==> src/rtl/hamm_pkg.sv <==
// Shared constants and helpers for the Hamming(21,16) decoder: code geometry,
// message-bit placement and syndrome classification.
package hamm_pkg;

    localparam int unsigned N_CODE  = 21;
    localparam int unsigned N_MSG   = 16;
    localparam int unsigned N_PAR   = 5;
    localparam int unsigned SYN_MAX = 21;

    // Code position of message bit m1..m16 (parity sits at the powers of two).
    localparam int unsigned DATA_POS [1:N_MSG] = '{
        3, 5, 6, 7, 9, 10, 11, 12, 13, 14, 15, 17, 18, 19, 20, 21
    };

    typedef enum logic [1:0] {
        SYN_CLEAN,
        SYN_SINGLE,
        SYN_UNLOC
    } syn_class_t;

    function automatic syn_class_t classify(input logic [N_PAR-1:0] syn);
        if (syn == '0)
            return SYN_CLEAN;
        else if (32'(syn) <= SYN_MAX)
            return SYN_SINGLE;
        else
            return SYN_UNLOC;
    endfunction

    function automatic logic [1:N_MSG] extract(input logic [1:N_CODE] cw);
        logic [1:N_MSG] m;
        m = '0;
        for (int unsigned j = 1; j <= N_MSG; j++)
            m[j] = cw[DATA_POS[j]];
        return m;
    endfunction

endpackage

==> src/rtl/hamm_syndrome.sv <==
// Combinational syndrome generator: bit k is the parity over every code
// position whose index has bit k set, parity bit included.
module hamm_syndrome
    import hamm_pkg::*;
(
    input  logic [1:N_CODE]    cw,
    output logic [N_PAR-1:0]   syn
);

    always_comb begin
        syn = '0;
        for (int unsigned k = 0; k < N_PAR; k++)
            for (int unsigned i = 1; i <= N_CODE; i++)
                if (i[k])
                    syn[k] = syn[k] ^ cw[i];
    end

endmodule

==> src/rtl/hamm_deco_pipe.sv <==
// Two-stage Hamming(21,16) decoder with valid/ready flow control and
// saturating error-event counters.
module hamm_deco_pipe
    import hamm_pkg::*;
#(
    parameter int unsigned CNT_W = 16
)
(
    input  logic               clk,
    input  logic               rst_n,
    input  logic [1:N_CODE]    cw_in,
    input  logic               in_valid,
    output logic               in_ready,
    output logic [1:N_MSG]     msg_out,
    output logic               out_valid,
    input  logic               out_ready,
    output logic [4:0]         syndrome,
    output logic               err_corr,
    output logic               err_uncorr,
    input  logic               clr_cnt,
    output logic [CNT_W-1:0]   corr_cnt,
    output logic [CNT_W-1:0]   uncorr_cnt
);

    logic               s1_valid;
    logic [1:N_CODE]    s1_cw;
    logic [N_PAR-1:0]   s1_syn;
    logic [N_PAR-1:0]   syn_c;

    logic               s1_load;
    logic               s2_load;
    logic               out_hs;

    logic [1:N_CODE]    fixed_cw;
    logic [1:N_MSG]     fixed_msg;
    syn_class_t         cls;

    hamm_syndrome u_syn (
        .cw  (cw_in),
        .syn (syn_c)
    );

    assign s2_load  = !out_valid || out_ready;
    assign s1_load  = !s1_valid || s2_load;
    assign in_ready = s1_load;
    assign out_hs   = out_valid && out_ready;

    // Syndromes outside 1..21 never match a position, so the flip mask is
    // empty for both the clean and the unlocatable case.
    always_comb begin
        fixed_cw = s1_cw;
        for (int unsigned i = 1; i <= N_CODE; i++)
            if (s1_syn == 5'(i))
                fixed_cw[i] = ~s1_cw[i];
        fixed_msg = extract(fixed_cw);
        cls       = classify(s1_syn);
    end

    always_ff @(posedge clk or negedge rst_n) begin
        if (!rst_n) begin
            s1_valid <= 1'b0;
            s1_cw    <= '0;
            s1_syn   <= '0;
        end else if (s1_load) begin
            s1_valid <= in_valid;
            if (in_valid) begin
                s1_cw  <= cw_in;
                s1_syn <= syn_c;
            end
        end
    end

    always_ff @(posedge clk or negedge rst_n) begin
        if (!rst_n) begin
            out_valid  <= 1'b0;
            msg_out    <= '0;
            syndrome   <= '0;
            err_corr   <= 1'b0;
            err_uncorr <= 1'b0;
        end else if (s2_load) begin
            out_valid <= s1_valid;
            if (s1_valid) begin
                msg_out    <= fixed_msg;
                syndrome   <= s1_syn;
                err_corr   <= (cls == SYN_SINGLE);
                err_uncorr <= (cls == SYN_UNLOC);
            end
        end
    end

    always_ff @(posedge clk or negedge rst_n) begin
        if (!rst_n) begin
            corr_cnt   <= '0;
            uncorr_cnt <= '0;
        end else if (clr_cnt) begin
            corr_cnt   <= '0;
            uncorr_cnt <= '0;
        end else if (out_hs) begin
            if (err_corr && corr_cnt != '1)
                corr_cnt <= corr_cnt + 1'b1;
            if (err_uncorr && uncorr_cnt != '1)
                uncorr_cnt <= uncorr_cnt + 1'b1;
        end
    end

endmodule

==> config.mk <==
export PLATFORM = sky130hd
export DESIGN_NAME = hamm_deco_pipe
export DESIGN_NICKNAME = d
export VERILOG_FILES = /design/src/rtl/hamm_pkg.sv /design/src/rtl/hamm_syndrome.sv /design/src/rtl/hamm_deco_pipe.sv
export SDC_FILE = /design/constraint.sdc
export NUM_CORES = 1
export LEC_CHECK = 0
export CORE_ASPECT_RATIO = 2
export CORE_MARGIN = 2
export CORE_UTILIZATION = 35
export CTS_CLUSTER_DIAMETER = 150
export CTS_CLUSTER_SIZE = 25
export DETAILED_ROUTE_END_ITERATION = 8
export SETUP_SLACK_MARGIN = 0.02
export SYNTH_ARGS = -nofsm -noshare
export SYNTH_HDL_FRONTEND = slang
export SYNTH_SLANG_ARGS = --single-unit
==> constraint.sdc <==
create_clock -name clk -period 1.7 [get_ports clk]
set_input_delay 0.255 -clock clk [delete_from_list [all_inputs] [get_ports clk]]
set_output_delay 0.255 -clock clk [all_outputs]
set_load 0.02 [all_outputs]
==> results.md <==
- Ys async rst share: 100.0%
- Diodes inserted: 0
- Sequential Power Share: 36.8%
- Via density: 5.158
- CP delay by family, top: simple AND/OR/NAND/NOR gates
- Vias in the first global route: 3846
- Sw Pwr: 1865 µW
- Global route overflow: 0
- Final Cycle Share: 98.55%
- Worst hold margin: 0.3783 ns
- Max-cap violations: 0
- Max VDD drop: 0.0006219 V
- CP Data Required Time: 1.97 ns
- Post-synth EDFFs: 0
- Post-Route Skew: 0.008876 ns
- DIE AREA: 0.01292 mm²
- Final hold violation count: 0
- Placed cell area: 0.005837 mm²
- Crit Path Max Fanout: 4
- Leakage: 0.002895 µW
- Outcome: complete, no violations
- Startpoint Class: flop
- Routed WL: 11.88 mm
- Global-route wire length before repair: 18.60 mm
- P&R area growth vs syn: 54.06%
- Core Util, Final: 55.19%
- TritonRoute pass-1 iters: 6
- Storage element area: 0.001986 mm²
- Reg2Reg Setup Slack: 0.02 ns
- Max stage delay on crit path: 0.50 ns
- Slew HR: 73.94%
- Number of synthesized register bits: 78
- Final Max Slew Viols: 0
- CP max stage cell: or4_1
- Initial Util: 35.82%
- H-tree Lvls: 3
- Largest net degree at the start of global routing: 45
- CP dominant cell by count: buf_4
- Initial drt markers: 157
- Clock sinks: 78
- Total power: 6507 µW
- Final nets: 612
- Top achievable clock speed: 596.9 MHz
- Critical path class: reg -> reg
- Gr usage total: 18.95%
- Final setup viols: 0
- Area taken by multi-input logic gates: 0.002278 mm²
- Top cell type by total area after synthesis: dfrtp_1
- CORE AREA: 0.01170 mm²
- Share of cells above drive strength 1: 33.62%
- Internal Power: 4642 µW
- Via count: 3786
- Main area contributors after synthesis: dfrtp_1 47%, xnor2_1 6.1%, mux2_2 5.4%
- WP data arrival: 1.94 ns
- Worst path bufs/invs: 2
- IO Port Bufs: 82
- HPWL after detailed placement: 9.047 mm
- Switching part of the total: 28.66%
- DRC: 0
- Top FF cell, synth: dfrtp_1
- Syn_nets: 440
- Maximum clock path buffer count: 2
- CP Capture Type: flop
- Pwr Density: 1008 mW/mm²
- DRT antenna net count: 0
- Fillcell total: 1067
- Die X: 81.38 µm
- Hold Path Class: in -> async
- Post-synthesis sequential area ratio: 46.57%
- CTS buffer count: 9
- Floorplan row count: 56
- Synthesized area: 0.004192 mm²
- I/O pins: 83
- Root Driver: clkbuf_16
- Initial antenna violation count: 0
- Wire per inst: 16.19 µm
- Placer congestion estimate: 0.8074
- CTS tree: built
- Worst-path clk slew: 0.06 ns
- Share of the synthesized area in the top cell type: 46.57%
- Synth cell types: 51
- Clk_lat worst skew: 0.34 ns
- Minimum clock period: 1.675 ns
- Crit-path cells: nand4_1, buf_4, nor4_4, buf_4, or4_1, a21oi_1
- RSZ-0062 raised after global routing: true
- Die height: 158.8 µm
- Ys Warns: 0
- Clk pwr share: 36.5%
- Synthesized area per cell: 10.17 µm²
- Synthesized netlist cell count: 412
- Final Cell Area: 0.006457 mm²
- Slew @ Worst Pin: 0.3909 ns
- Combinational share of power: 26.7%
kinds of logic after synthesis:
logic type | after synthesis | share of synthesized area [%]
AND/OR/NAND/NOR | 160 | 22.96
AO/OA/AOI/OAI | 78 | 11.10
flip-flops | 78 | 46.57
XOR/XNOR | 45 | 10.39
buffers and inverters | 28 | 2.776
multiplexers | 21 | 5.612
adder cells (fa/ha/maj) | 2 | 0.5969
cell type report:
cell class	instances	area share (%)
Clock buffer	10	3.701
Inverter	6	0.3488
Tap cell	145	2.810
Clock inverter	6	2.054
Multi-Input combinational cell	307	35.28
Timing Repair Buffer	182	25.05
Sequential cell	78	30.75
per-layer routing:
metal	track usage, %	wire, µm	up-vias	share of wire (%)
met5	0	0	-	0
met4	9.553	400	0	3.4
met3	3.352	346	24	2.9
met2	35.69	7086	80	60
met1	18.59	4047	1845	34
li1	-	-	1837	-
placed cells by master, fill, tap and decap left out, types with 6 or more instances in the layout:
cell type and count:
buf_4 93, nand2_1 52, dfrtp_1 51, clkdlybuf4s50_1 48, xnor2_1 29, o21ai_0 28, dfrtp_2 27, dlygate4sd2_1 24
mux2_2 19, a21oi_1 18, o31ai_1 16, xor2_1 13, nand3_1 12, or4_1 12, nor2_1 9, nand4_1 9
clkbuf_16 9, nor2b_1 8, dlymetal6s2s_1 8, or4_4 7, inv_1 6
metrics by stage:
step,cells,worst slack [ns],TNS (ns)
after floorplan,412,-0.05991,-0.3206
after global placement,702,-0.3209,-9.964
after detailed placement,702,-0.3394,-10.29
final,734,0.02468,0
after global routing,734,-0.03184,-0.1364
after CTS,725,0.01352,0
cell usage after synthesis (8+ instances only):
library cell and n:
a21oi_1 22, clkbuf_1 16, dfrtp_1 78, mux2_2 20
nand2_1 55, nand3_1 15, nand4_1 9, nor2_1 9
nor2b_1 8, o21ai_0 29, o31ai_1 16, or4_1 19
xnor2_1 29, xor2_1 13
power by group through the flow:
stage	clock network (µW)	registers (µW)	logic, µW
after global placement	0	2410	1730
after detailed placement	0	2420	1760
after CTS	2420	2390	1760
after global routing	2490	2430	1890
after floorplan	0	2540	724
final	2380	2390	1740
path summary, 6_finish.rpt:
kind                                    start              to  cells after the start
min in group clk                  syndrome[4]     syndrome[4]                      2
worst max register to register  uncorr_cnt[6]  uncorr_cnt[11]                      6
worst min-delay path                    rst_n   uncorr_cnt[7]                      2
worst min register to register    syndrome[4]     syndrome[4]                      2
max in group asynchronous               rst_n     corr_cnt[4]                      3
worst max-delay path            uncorr_cnt[6]  uncorr_cnt[11]                      6
sequential cells by signal, summed over array words and instances (netlist names):
name and count:
syndrome 5, corr_cnt 16, err_corr 1, out_valid 1, err_uncorr 1, s1_cw 16, uncorr_cnt 16, s1_valid 1
s1_syn 5, msg_out 16
what timing repair did:
action	in CTS	in global routing
endpoints found under the setup margin	40	35
pin swaps	5	19
hold buffers	1	0
setup buffers	6	8
endpoints found under the hold margin	26	0
resized for setup	36	33
gates cloned	0	1
Note: power is estimated with default switching activity, not from simulation.
